### config.mk
export PLATFORM = sky130hd
export DESIGN_NAME = if_prefetch_flat
export DESIGN_NICKNAME = d
export VERILOG_FILES = /design/src/rtl/if_pkg.sv /design/src/rtl/if_prefetch_if.sv /design/src/rtl/fetch_fifo.sv /design/src/rtl/if_prefetch.sv /design/src/flat_wrapper.sv
export SDC_FILE = /design/constraint.sdc
export NUM_CORES = 1
export LEC_CHECK = 0
export ABC_CLOCK_PERIOD_IN_PS = 12900
export CAP_MARGIN = 0
export CORE_ASPECT_RATIO = 0.6
export CORE_MARGIN = 5
export CORE_UTILIZATION = 55
export CTS_BUF_LIST = sky130_fd_sc_hd__clkbuf_8
export CTS_CLUSTER_DIAMETER = 150
export DETAILED_ROUTE_END_ITERATION = 12
export GPL_TIMING_DRIVEN = 0
export PLACE_DENSITY = 0.83
export REMOVE_ABC_BUFFERS = 1
export SLEW_MARGIN = 0
export SYNTH_ARGS = -nofsm -noshare
export SYNTH_HDL_FRONTEND = slang
export SYNTH_HIERARCHICAL = 1
export SYNTH_SLANG_ARGS = --single-unit
### constraint.sdc
create_clock -name clk -period 12.9 [get_ports clk]
set_input_delay 1.29 -clock clk [delete_from_list [all_inputs] [get_ports clk]]
set_output_delay 1.29 -clock clk [all_outputs]
set_load 0.005 [all_outputs]
### src/rtl/if_pkg.sv
`default_nettype none
// ============================================================================
// if_pkg : shared constants and redirect-cause encoding for the fetch unit
// Rev 1.0
// ============================================================================
package if_pkg;

  localparam logic [31:0] RESET_ADDR  = 32'h8000_0000;
  localparam logic [31:0] ILLOP_ADDR  = 32'h8000_0004;
  localparam logic [31:0] XADR        = 32'h8000_0008;
  localparam logic [31:0] NOP_INSN    = 32'h83FF_F800;
  localparam logic [31:0] BNE_XP_INSN = 32'h77DF_0000;

  typedef enum logic [2:0] {
    NONE = 3'd0,
    EXP  = 3'd1,
    JMP  = 3'd2,
    BR   = 3'd3,
    IRQ  = 3'd4
  } redirect_e;

endpackage
`default_nettype wire

### src/rtl/if_prefetch_if.sv
`default_nettype none
// ============================================================================
// if_prefetch_if : imem fetch and RF hand-off channels of the prefetch unit
// Rev 1.0
// ============================================================================
interface if_prefetch_if #(
  parameter int XLEN = 32
);
  logic            imem_req_valid;
  logic            imem_req_ready;
  logic [XLEN-1:0] imem_addr;
  logic            imem_rsp_valid;
  logic [XLEN-1:0] imem_rsp_data;
  logic            id_valid;
  logic            id_ready;
  logic [XLEN-1:0] id_RF;
  logic [XLEN-1:0] pc_RF;

  modport master (
    output imem_req_valid, imem_addr, id_valid, id_RF, pc_RF,
    input  imem_req_ready, imem_rsp_valid, imem_rsp_data, id_ready
  );

  modport slave (
    input  imem_req_valid, imem_addr, id_valid, id_RF, pc_RF,
    output imem_req_ready, imem_rsp_valid, imem_rsp_data, id_ready
  );
endinterface
`default_nettype wire

### src/rtl/fetch_fifo.sv
`default_nettype none
// ============================================================================
// fetch_fifo : circular prefetch buffer with synchronous flush and 1-entry load
// Rev 1.0
// ============================================================================
module fetch_fifo #(
  parameter int WIDTH = 64,
  parameter int DEPTH = 4
) (
  input  logic                       clk,
  input  logic                       reset,
  input  logic                       flush,
  input  logic                       load,
  input  logic [WIDTH-1:0]           load_data,
  input  logic                       push,
  input  logic [WIDTH-1:0]           push_data,
  input  logic                       pop,
  output logic [WIDTH-1:0]           head,
  output logic                       empty,
  output logic [$clog2(DEPTH+1)-1:0] count
);
  localparam int AW = $clog2(DEPTH);
  localparam int CW = $clog2(DEPTH + 1);

  logic [WIDTH-1:0] mem_q [DEPTH];
  logic [WIDTH-1:0] mem_d [DEPTH];
  logic [AW-1:0]    rd_q, rd_d, wr_q, wr_d;
  logic [CW-1:0]    cnt_q, cnt_d;
  logic             full_w, do_push, do_pop;

  assign empty  = (cnt_q == '0);
  assign full_w = (cnt_q == CW'(DEPTH));
  assign count  = cnt_q;
  assign head   = mem_q[rd_q];

  assign do_pop  = pop && !empty;
  assign do_push = push && (!full_w || do_pop);

  always_comb begin
    mem_d = mem_q;
    rd_d  = rd_q;
    wr_d  = wr_q;
    cnt_d = cnt_q;
    // A load is a flush that leaves exactly one entry behind.
    if (flush || load) begin
      rd_d  = '0;
      wr_d  = '0;
      cnt_d = '0;
      if (load) begin
        mem_d[0] = load_data;
        wr_d     = AW'(1);
        cnt_d    = CW'(1);
      end
    end else begin
      if (do_push) begin
        mem_d[wr_q] = push_data;
        wr_d        = wr_q + AW'(1);
      end
      if (do_pop) begin
        rd_d = rd_q + AW'(1);
      end
      cnt_d = cnt_q + CW'(do_push) - CW'(do_pop);
    end
  end

  always_ff @(posedge clk) begin
    mem_q <= mem_d;
    if (reset) begin
      rd_q  <= '0;
      wr_q  <= '0;
      cnt_q <= '0;
    end else begin
      rd_q  <= rd_d;
      wr_q  <= wr_d;
      cnt_q <= cnt_d;
    end
  end
endmodule
`default_nettype wire

### src/rtl/if_prefetch.sv
`default_nettype none
// ============================================================================
// if_prefetch : instruction prefetch unit with redirect, kill and IRQ insertion
// Rev 1.0
// ============================================================================
module if_prefetch
  import if_pkg::*;
#(
  parameter int XLEN    = 32,
  parameter int DEPTH   = 4,
  parameter int MAX_OUT = 2
) (
  input  logic            clk,
  input  logic            reset,
  input  logic            exp,
  input  logic            jt,
  input  logic            bt,
  input  logic            irq,
  input  logic [XLEN-1:0] rd1,
  input  logic [XLEN-1:0] pc_offset,
  output logic [XLEN-1:0] pc,
  if_prefetch_if.master   bus
);
  localparam int OW = $clog2(MAX_OUT + 1);
  localparam int CW = $clog2(DEPTH + 1);
  localparam int EW = 2 * XLEN;

  localparam logic [XLEN-1:0] RST_A   = XLEN'(RESET_ADDR);
  localparam logic [XLEN-1:0] ILLOP_A = XLEN'(ILLOP_ADDR);
  localparam logic [XLEN-1:0] XADR_A  = XLEN'(XADR);
  localparam logic [XLEN-1:0] NOP_A   = XLEN'(NOP_INSN);
  localparam logic [XLEN-1:0] BNE_A   = XLEN'(BNE_XP_INSN);

  // The supervisor bit rides along unchanged through sequential fetch.
  function automatic logic [XLEN-1:0] inc_addr(input logic [XLEN-1:0] a);
    logic [XLEN-1:0] s;
    s = a + XLEN'(4);
    return {a[XLEN-1], s[XLEN-2:0]};
  endfunction

  logic [XLEN-1:0] pc_q, pc_d, rsp_pc_q, rsp_pc_d;
  logic [OW-1:0]   out_q, out_d, kill_q, kill_d, out_next;

  redirect_e       cause;
  logic [XLEN-1:0] target, irq_addr;
  logic            redirect, req_valid, req_fire, rsp_fire, id_valid_w;
  logic            fifo_flush, fifo_load, fifo_push, fifo_pop, fifo_empty;
  logic [EW-1:0]   fifo_head;
  logic [CW-1:0]   fifo_cnt;

  always_comb begin
    cause  = NONE;
    target = pc_q;
    if (exp) begin
      cause  = EXP;
      target = ILLOP_A;
    end else if (jt) begin
      cause  = JMP;
      target = {pc_q[XLEN-1] & rd1[XLEN-1], rd1[XLEN-2:0]};
    end else if (bt) begin
      cause  = BR;
      target = {pc_q[XLEN-1], pc_offset[XLEN-2:0]};
    end else if (irq) begin
      cause  = IRQ;
      target = XADR_A;
    end
  end

  assign redirect   = (cause != NONE);
  assign req_valid  = !reset && !redirect
                      && (32'(out_q) < 32'(MAX_OUT))
                      && ((32'(fifo_cnt) + 32'(out_q)) < 32'(DEPTH));
  assign req_fire   = req_valid && bus.imem_req_ready;
  assign rsp_fire   = bus.imem_rsp_valid && (out_q != '0);
  assign out_next   = out_q + OW'(req_fire) - OW'(rsp_fire);
  assign id_valid_w = !reset && !fifo_empty;
  assign irq_addr   = fifo_empty ? rsp_pc_q : fifo_head[XLEN-1:0];

  always_comb begin
    pc_d       = pc_q;
    rsp_pc_d   = rsp_pc_q;
    out_d      = out_next;
    kill_d     = kill_q;
    fifo_flush = 1'b0;
    fifo_load  = 1'b0;
    fifo_push  = 1'b0;
    fifo_pop   = 1'b0;
    if (redirect) begin
      // Everything still in flight after this cycle belongs to the old stream.
      fifo_flush = 1'b1;
      fifo_load  = (cause == IRQ);
      pc_d       = target;
      rsp_pc_d   = target;
      kill_d     = out_next;
    end else begin
      if (req_fire) begin
        pc_d = inc_addr(pc_q);
      end
      if (rsp_fire) begin
        if (kill_q == '0) begin
          fifo_push = 1'b1;
          rsp_pc_d  = inc_addr(rsp_pc_q);
        end else begin
          kill_d = kill_q - OW'(1);
        end
      end
      fifo_pop = id_valid_w && bus.id_ready;
    end
  end

  always_ff @(posedge clk) begin
    if (reset) begin
      pc_q     <= RST_A;
      rsp_pc_q <= RST_A;
      out_q    <= '0;
      kill_q   <= '0;
    end else begin
      pc_q     <= pc_d;
      rsp_pc_q <= rsp_pc_d;
      out_q    <= out_d;
      kill_q   <= kill_d;
    end
  end

  fetch_fifo #(
    .WIDTH (EW),
    .DEPTH (DEPTH)
  ) u_fifo (
    .clk       (clk),
    .reset     (reset),
    .flush     (fifo_flush),
    .load      (fifo_load),
    .load_data ({BNE_A, irq_addr}),
    .push      (fifo_push),
    .push_data ({bus.imem_rsp_data, rsp_pc_q}),
    .pop       (fifo_pop),
    .head      (fifo_head),
    .empty     (fifo_empty),
    .count     (fifo_cnt)
  );

  assign pc                 = pc_q;
  assign bus.imem_addr      = pc_q;
  assign bus.imem_req_valid = req_valid;
  assign bus.id_valid       = id_valid_w;
  assign bus.id_RF          = id_valid_w ? fifo_head[EW-1:XLEN] : NOP_A;
  assign bus.pc_RF          = id_valid_w ? inc_addr(fifo_head[XLEN-1:0]) : '0;
endmodule
`default_nettype wire

### src/flat_wrapper.sv
// flat-port wrapper written by rule: the top's interface ports become plain ports
module if_prefetch_flat import if_pkg::*;
#(
  parameter int XLEN    = 32,
  parameter int DEPTH   = 4,
  parameter int MAX_OUT = 2
)
  (clk, reset, exp, jt, bt, irq, rd1, pc_offset, pc, bus_imem_req_valid, bus_imem_addr, bus_id_valid, bus_id_RF, bus_pc_RF, bus_imem_req_ready, bus_imem_rsp_valid, bus_imem_rsp_data, bus_id_ready);
  if_prefetch_if #(.XLEN(XLEN)) bus_i ();
  input  logic clk;
  input  logic reset;
  input  logic exp;
  input  logic jt;
  input  logic bt;
  input  logic irq;
  input  logic [XLEN-1:0] rd1;
  input  logic [XLEN-1:0] pc_offset;
  output logic [XLEN-1:0] pc;
  output wire logic [$bits(bus_i.imem_req_valid)-1:0] bus_imem_req_valid;
  output wire logic [$bits(bus_i.imem_addr)-1:0] bus_imem_addr;
  output wire logic [$bits(bus_i.id_valid)-1:0] bus_id_valid;
  output wire logic [$bits(bus_i.id_RF)-1:0] bus_id_RF;
  output wire logic [$bits(bus_i.pc_RF)-1:0] bus_pc_RF;
  input wire logic [$bits(bus_i.imem_req_ready)-1:0] bus_imem_req_ready;
  input wire logic [$bits(bus_i.imem_rsp_valid)-1:0] bus_imem_rsp_valid;
  input wire logic [$bits(bus_i.imem_rsp_data)-1:0] bus_imem_rsp_data;
  input wire logic [$bits(bus_i.id_ready)-1:0] bus_id_ready;
  assign bus_imem_req_valid = bus_i.imem_req_valid;
  assign bus_imem_addr = bus_i.imem_addr;
  assign bus_id_valid = bus_i.id_valid;
  assign bus_id_RF = bus_i.id_RF;
  assign bus_pc_RF = bus_i.pc_RF;
  assign bus_i.imem_req_ready = bus_imem_req_ready;
  assign bus_i.imem_rsp_valid = bus_imem_rsp_valid;
  assign bus_i.imem_rsp_data = bus_imem_rsp_data;
  assign bus_i.id_ready = bus_id_ready;
  if_prefetch #(.XLEN(XLEN), .DEPTH(DEPTH), .MAX_OUT(MAX_OUT)) u_core (.clk(clk), .reset(reset), .exp(exp), .jt(jt), .bt(bt), .irq(irq), .rd1(rd1), .pc_offset(pc_offset), .pc(pc), .bus(bus_i));
endmodule
Word-level counts from Yosys, hierarchy flattened
Cells that the tools add are included.
{"block": "totals", "ff_bits": 331, "latchBits": 0, "ramBits": 0, "rom_bits": 0, "in_bits": 105, "output_inout_bits": 130, "wordCells": 105, "mem_count": 0}
{"block": "op_classes", "add_sub_neg": 11, "mul": 0, "n_div": 0, "n_lt_le_gt_ge": 5, "eq_ne": 4, "shift": 0, "muxes": 39, "bitwise_logic": 4, "reduce_logical": 29}
{"cell": "32-bit 2-to-1 mux", "n": 10}
{"cell": "64-bit 2-to-1 mux", "n": 5}
{"cell": "256-bit bitwise mux", "n": 1}
{"cell": "256-bit 2-to-1 mux", "n": 1}
{"cell": "64-bit binary-select mux with 2-bit select", "n": 1}
{"cell": "64-bit demux with 2-bit select", "n": 1}
{"cell": "31-bit by 3-bit adder with 31-bit output (second input constant)", "n": 3}
{"cell": "31-bit 2-to-1 mux", "n": 2}
{"cell": "32-bit by 3-bit < comparator with 1-bit output (second input constant)", "n": 1}
{"cell": "3-bit 2-to-1 mux", "n": 5}
{"cell": "1-bit logical AND", "n": 10}
{"cell": "2-bit 2-to-1 mux", "n": 5}
{"cell": "2-bit nonzero test", "n": 5}
{"cell": "1-bit 2-to-1 mux", "n": 8}
{"cell": "2-bit AND reduction", "n": 4}
{"cell": "3-bit equality test (second input constant)", "n": 2}
{"cell": "3-bit greater-or-equal comparator (second input constant)", "n": 2}
{"cell": "2-bit NOT with 3-bit output", "n": 2}
{"cell": "2-bit by 1-bit adder with 2-bit output (second input constant)", "n": 2}
{"cell": "3-bit by 2-bit adder with 4-bit output", "n": 1}
{"cell": "1-bit logical NOT", "n": 4}
{"cell": "3-bit by 1-bit adder with 3-bit output", "n": 1}
{"cell": "3-bit logical NOT", "n": 1}
{"cell": "3-bit by 1-bit < comparator with 1-bit output (second input constant)", "n": 1}
{"cell": "13 further kinds", "n": 14}

Logic depth before layout (Yosys ltp)
{"block": "depth", "word_depth": 13, "mapped_depth": 15, "ltp_nobuf": 14}

Cells and area by module
Netlist, hierarchy kept.
{"mod": "fetch_fifo", "n_inst": 1, "cells_each": 604, "area_each_um2": 10840.4, "seq_area_each_um2": 7827.5}
{"mod": "if_prefetch", "n_inst": 1, "cells_each": 830, "area_each_um2": 5889.4, "seq_area_each_um2": 1301.2}

Least setup slack after synthesis
Ideal clock, no wire load.
{"block": "synth_path", "path_kind": "in2reg", "from": "input exp", "to": "register u_core/u_fifo/mem_q[192] (netlist name) (enable)", "setup_time_ns": 0.499, "arrival_time_ns": 6.109, "t_required_ns": 12.401, "slack_ns": 6.292, "stages": 10, "n_path_buf": 5, "path_cell_list": "clkbuf_1 nor4_4 clkbuf_1 clkbuf_1 and3_1 or4b_4 nand3_2 buf_12 buf_12 o21bai_1"}
{"block": "synth_between", "elab_chain_cells": 8, "word_cells_on_any_way": 14, "classes_between": "eq/ne (2); mux (5); reduce/logical (7)"}
{"item": "start: declaration", "line": "flat_wrapper.sv:12", "source": "input logic exp;"}
{"item": "3-bit 2-to-1 mux", "line": "if_prefetch.sv:54", "source": "if (exp) begin"}
{"item": "3-bit nonzero test", "line": "if_prefetch.sv:69", "source": "assign redirect = (cause != NONE);"}
{"item": "1-bit 2-to-1 mux", "line": "if_prefetch.sv:88", "source": "if (redirect) begin"}
{"item": "named net u_core.fifo_pop", "line": "if_prefetch.sv:47", "source": "logic fifo_flush, fifo_load, fifo_push, fifo_pop, fifo_empty;"}
{"item": "1-bit logical AND", "line": "fetch_fifo.sv:36", "source": "assign do_pop = pop && !empty;"}
{"item": "1-bit logical OR", "line": "fetch_fifo.sv:37", "source": "assign do_push = push && (!full_w || do_pop);"}
{"item": "1-bit logical AND", "line": "fetch_fifo.sv:37"}
{"item": "2-bit nonzero test (no source line)"}
{"item": "2-bit AND reduction (no source line)"}
{"item": "end signal: assignment", "line": "fetch_fifo.sv:67", "source": "mem_q <= mem_d;"}
{"item": "end: declaration", "line": "fetch_fifo.sv:25", "source": "logic [WIDTH-1:0] mem_q [DEPTH];"}
The timed path passes the listed nets, and every way through them passes these cells.
A chain may end at the register's enable or synchronous reset.

Worst setup path after layout
{"block": "layout_path", "from": "register u_core.u_fifo.rd_q[0]", "to": "output bus_pc_RF[27]"}
{"block": "layout_between", "elab_chain_cells": 6}
{"item": "start: declaration", "line": "fetch_fifo.sv:27", "source": "logic [AW-1:0] rd_q, rd_d, wr_q, wr_d;"}
{"item": "start signal: assignment", "line": "fetch_fifo.sv:73", "source": "rd_q <= rd_d;"}
{"item": "2-bit NOT with 3-bit output (not written as such)", "line": "fetch_fifo.sv:34", "source": "assign head = mem_q[rd_q];"}
{"item": "64-bit binary-select mux with 2-bit select", "line": "fetch_fifo.sv:34"}
{"item": "64-bit 2-to-1 mux (not written as such) (2 in series)", "line": "fetch_fifo.sv:34"}
{"item": "named net u_core.fifo_head[5]", "line": "if_prefetch.sv:48", "source": "logic [EW-1:0] fifo_head;"}
{"item": "31-bit by 3-bit adder with 31-bit output", "line": "if_prefetch.sv:37", "source": "s = a + XLEN'(4);"}
{"item": "32-bit 2-to-1 mux", "line": "if_prefetch.sv:147", "source": "assign bus.pc_RF = id_valid_w ? inc_addr(fifo_head[XLEN-1:0]) : '0;"}
{"item": "end: declaration", "line": "flat_wrapper.sv:23", "source": "output wire logic [$bits(bus_i.pc_RF)-1:0] bus_pc_RF;"}
The timed path passes the listed nets, and every way through them passes these cells. The select of a mux whose other input is x is not followed.

==> impl_metrics.prom <==
# TYPE chip_impl_metric gauge
chip_impl_metric{name="via_count_of_the_first_global_routing_pass",unit=""} 12969
chip_impl_info{name="crit_end",value="bus_pc_RF[27]"} 1
chip_impl_metric{name="drc",unit=""} 0
chip_impl_metric{name="syn_area",unit="sq mm"} 0.0167
chip_impl_metric{name="timing.slew.headroom",unit=""} 0.131
chip_impl_info{name="outcome",value="complete, no violations"} 1
chip_impl_info{name="reg2reg_to",value="u_core/u_fifo/count[2]$_SDFF_PP0_"} 1
chip_impl_metric{name="layout_worst_path_cycle_share",unit=""} 0.452
chip_impl_metric{name="drv_slew",unit=""} 0
chip_impl_info{name="worst_path_dominant_cell_family",value="simple AND/OR/NAND/NOR gates"} 1
chip_impl_metric{name="post_cts_resize_count",unit=""} 0
chip_impl_info{name="cts_root_buf",value="clkbuf_8"} 1
chip_impl_metric{name="worstMarginPinSlew",unit="ns"} 1.30
chip_impl_metric{name="tritoncts_num_sinks",unit=""} 328
chip_impl_info{name="critical_path.endpoint_type",value="primary output"} 1
chip_impl_info{name="mostFrequentLayoutCell",value="edfxtp_1"} 1
chip_impl_metric{name="dp_hpwl",unit="mm"} 30.0
chip_impl_metric{name="floorplan.core_area",unit="sq mm"} 0.0300
chip_impl_metric{name="post-cts-setup-buffer-count",unit=""} 0
chip_impl_metric{name="clk_pin_slew_worst_paths",unit="ns"} 0.07
chip_impl_metric{name="maximum_number_of_pins_on_one_net_before_global_route_repair",unit=""} 68
chip_impl_metric{name="power_leakage",unit="nW"} 6.71
chip_impl_metric{name="die_width",unit="microns"} 235
chip_impl_metric{name="layout-drive-gt1-share",unit=""} 0.146
chip_impl_metric{name="post-layout-total-power",unit="mW"} 2.13
chip_impl_info{name="grt_setup_unrepaired",value="false"} 1
chip_impl_metric{name="worstSetupPathDepth",unit=""} 8
chip_impl_metric{name="grt.overflow.total",unit=""} 0
chip_impl_metric{name="max_clock_freq",unit="MHz"} 172
chip_impl_metric{name="rr_worst_depth",unit=""} 14
chip_impl_metric{name="post-route-util",unit=""} 0.672
chip_impl_metric{name="grt_first_pass_wirelength",unit="mm"} 71.0
chip_impl_metric{name="report.final.setup_viol",unit=""} 0
chip_impl_metric{name="routed_wl",unit="mm"} 44.4
chip_impl_metric{name="detailedPlace.worstSlack",unit="ns"} 6.47
chip_impl_metric{name="final_antenna_net_count",unit=""} 0
chip_impl_metric{name="power.density",unit="mW/mm^2"} 105
chip_impl_metric{name="worstPathRequired",unit="ns"} 11.61
chip_impl_metric{name="netlist_instances",unit=""} 1434
chip_impl_metric{name="placedInstanceArea",unit="sq mm"} 0.0193
chip_impl_metric{name="die-area",unit="sq mm"} 0.0341
chip_impl_metric{name="layout-area-overhead-vs-synth",unit="%"} 20.5
chip_impl_metric{name="post-place-cells",unit=""} 1991
chip_impl_metric{name="synth_warnings",unit=""} 6
chip_impl_metric{name="setup_slack",unit="ns"} 7.07
chip_impl_metric{name="n_antenna_cell",unit=""} 0
chip_impl_info{name="r2r_start",value="u_core/u_fifo/count[1]$_SDFF_PP0_"} 1
chip_impl_metric{name="die-height",unit="microns"} 145
chip_impl_metric{name="top_area_cell_type_share_of_the_netlist_area",unit=""} 0.460
chip_impl_metric{name="cts-htree-levels",unit=""} 2
chip_impl_metric{name="period_needed",unit="ns"} 5.83
chip_impl_metric{name="drt_pre_antenna_iters",unit=""} 6
chip_impl_metric{name="slowest_delay",unit="ns"} 0.70
chip_impl_metric{name="finish.net_count",unit=""} 1753
chip_impl_metric{name="drt_iter0_markers",unit=""} 1501
chip_impl_metric{name="boundaryPins",unit=""} 235
chip_impl_metric{name="worst_ir_drop_vdd",unit="V"} 0.0000769
chip_impl_metric{name="maxcap_violations",unit=""} 0
chip_impl_metric{name="post_drt_via_cell_ratio",unit=""} 6.14
chip_impl_metric{name="wl_per_cell",unit="microns"} 21.4
chip_impl_metric{name="r2r_slack",unit="ns"} 7.95
chip_impl_info{name="synth_area_leaders",value="edfxtp_1 46%, dfxtp_1 8.6%, mux4_2 8.6%"} 1
chip_impl_metric{name="max-clock-path-buffers",unit=""} 3
chip_impl_info{name="timing_worst_setup_path_type",value="reg2out"} 1
chip_impl_metric{name="timing.critical_path.buf_inv",unit=""} 2
chip_impl_metric{name="globalplace.congestion",unit=""} 0.897
chip_impl_metric{name="final_design_area_no_fill",unit="sq mm"} 0.0202
chip_impl_info{name="synth_top_area_cell",value="edfxtp_1"} 1
chip_impl_info{name="ys_dominant_reg_cell",value="edfxtp_1"} 1
chip_impl_metric{name="setup_tns",unit="ns"} 0
chip_impl_metric{name="finalHoldWorstSlack",unit="ns"} 0.499
chip_impl_metric{name="start_util",unit=""} 0.558
chip_impl_info{name="critical-path-slowest-cell",value="dfxtp_4"} 1
chip_impl_metric{name="total_number_of_vias",unit=""} 12762
chip_impl_metric{name="floorplan.rows",unit=""} 49
chip_impl_metric{name="cts_inserted_buffers",unit=""} 48
chip_impl_metric{name="seq_cells_post_synth",unit=""} 328
chip_impl_metric{name="postCtsHoldBufs",unit=""} 0
chip_impl_info{name="mostFrequentLayoutCells",value="256 x edfxtp_1, 230 x clkdlybuf4s50_1, 190 x nand2_1"} 1
chip_impl_metric{name="grt_antenna_before_repair",unit=""} 0
chip_impl_info{name="tritoncts",value="yes"} 1
chip_impl_metric{name="gr-usage-all-layers",unit=""} 0.254
chip_impl_metric{name="clock_skew",unit="ns"} 0.0572
chip_impl_info{name="critical_path.cell_chain",value="buf_16 > mux4_2 > and4_1 > nand4_1 > or2_1 > or3_1 > a21oi_1 > clkdlybuf4s50_1"} 1
chip_impl_info{name="setup.worst_path.start_class",value="register"} 1
chip_impl_info{name="hold_path.class",value="reg2reg"} 1
chip_impl_metric{name="ys_seq_area_frac",unit=""} 0.546
chip_impl_metric{name="path_max_fanout",unit=""} 41
chip_impl_info{name="cp-startpoint",value="u_core/u_fifo/rd_q[0]$_SDFFE_PP0P_"} 1
chip_impl_metric{name="portBuffers",unit=""} 233
chip_impl_metric{name="hold_violations",unit=""} 0
chip_impl_metric{name="avgSynthCellArea",unit="sq um"} 11.7
chip_impl_metric{name="synth_enable_flop_cells",unit=""} 256
chip_impl_metric{name="critical_path_at",unit="ns"} 4.54
chip_impl_metric{name="stdcell_count",unit=""} 2078
chip_impl_metric{name="cell_variety_after_synth",unit=""} 76
chip_impl_metric{name="synth_async_reset_ratio",unit=""} 0
chip_impl_metric{name="insertion_delay",unit="ns"} 0.60
-- logic make-up after synthesis --
group	count (synthesis)	synth area share
mux	97	0.108
compound gates	270	0.110
simple gates	526	0.157
fa+ha+maj	14	0.0109
other cells	2	0.000449
xor+xnor	28	0.0147
buf+inv	169	0.0538
flops	328	0.546
-- cell usage after synthesis (all sizes together) (6+ instances only) --
library cell,n
a211oi,19
a21o,9
a21oi,64
a22oi,15
a311oi,8
a31oi,10
and2,30
and3,17
and4,12
buf,73
clkbuf,61
dfxtp,72
edfxtp,256
ha,13
inv,35
mux2,28
mux4,64
nand2,190
nand3,38
nand3b,11
nand4,31
nor2,93
nor3,34
nor4,23
o211ai,9
o21ai,95
o22ai,6
or2,7
or3,22
or4,6
xnor2,17
xor2,11
-- worst reg2reg max path: cells and delay by family, from the launching register on --
family | cells | cell delay [ns]
xor+xnor | 2 | 0.32
fa+ha+maj | 3 | 0.66
buf+inv | 3 | 0.69
flops | 1 | 0.40
simple gates | 6 | 2.72
-- final cells by class --
type                    instances  area (sq um)
clock buffers                  50           688
clock inverters                36           141
fillers                      2154          9820
inverters                      35           131
multi-input cells             967          6880
flip-flops and latches        328          9140
well taps                     408           510
repair buffers                254          2680
-- where the power goes --
| part | internal (mW) | switching [mW] |
|---|---|---|
| clock | 0.357 | 0.394 |
| combinational | 0.0922 | 0.112 |
| sequential | 1.15 | 0.0199 |
-- sequential cells by signal, indices dropped and copies added, names as in the netlist --
signal                count
u_core/u_fifo/mem_q     256
u_core/u_fifo/rd_q        2
u_core/bus.imem_addr     31
u_core/out_q              2
u_core/u_fifo/wr_q        2
u_core/kill_q             2
u_core/u_fifo/count       3
u_core/rsp_pc_q          30
-- metal layers --
metal,routed length [microns],share of wire,track usage,up-vias
li1,-,-,-,5741
met5,0,0,0,-
met4,828,0.019,0.0639,0
met1,18400,0.42,0.359,6258
met3,4470,0.10,0.0613,82
met2,20700,0.47,0.402,681
-- how the worst min path moves through the flow --
stage,startpoint,to,slack (ns),depth (start not counted)
floorplan,u_core/u_fifo/wr_q[1]$_SDFFE_PP0P_,u_core/u_fifo/wr_q[1]$_SDFFE_PP0P_,0.47,2
global placement,u_core/u_fifo/wr_q[1]$_SDFFE_PP0P_,u_core/u_fifo/wr_q[1]$_SDFFE_PP0P_,0.49,2
detailed placement,u_core/bus.imem_addr[16]$_SDFFE_PP0P_,u_core/bus.imem_addr[16]$_SDFFE_PP0P_,0.49,2
CTS,u_core/bus.imem_addr[16]$_SDFFE_PP0P_,u_core/bus.imem_addr[16]$_SDFFE_PP0P_,0.50,2
global route,u_core/bus.imem_addr[16]$_SDFFE_PP0P_,u_core/bus.imem_addr[16]$_SDFFE_PP0P_,0.54,2
finish,u_core/bus.imem_addr[16]$_SDFFE_PP0P_,u_core/bus.imem_addr[16]$_SDFFE_PP0P_,0.50,2
Power figures use the tool's default switching activity.
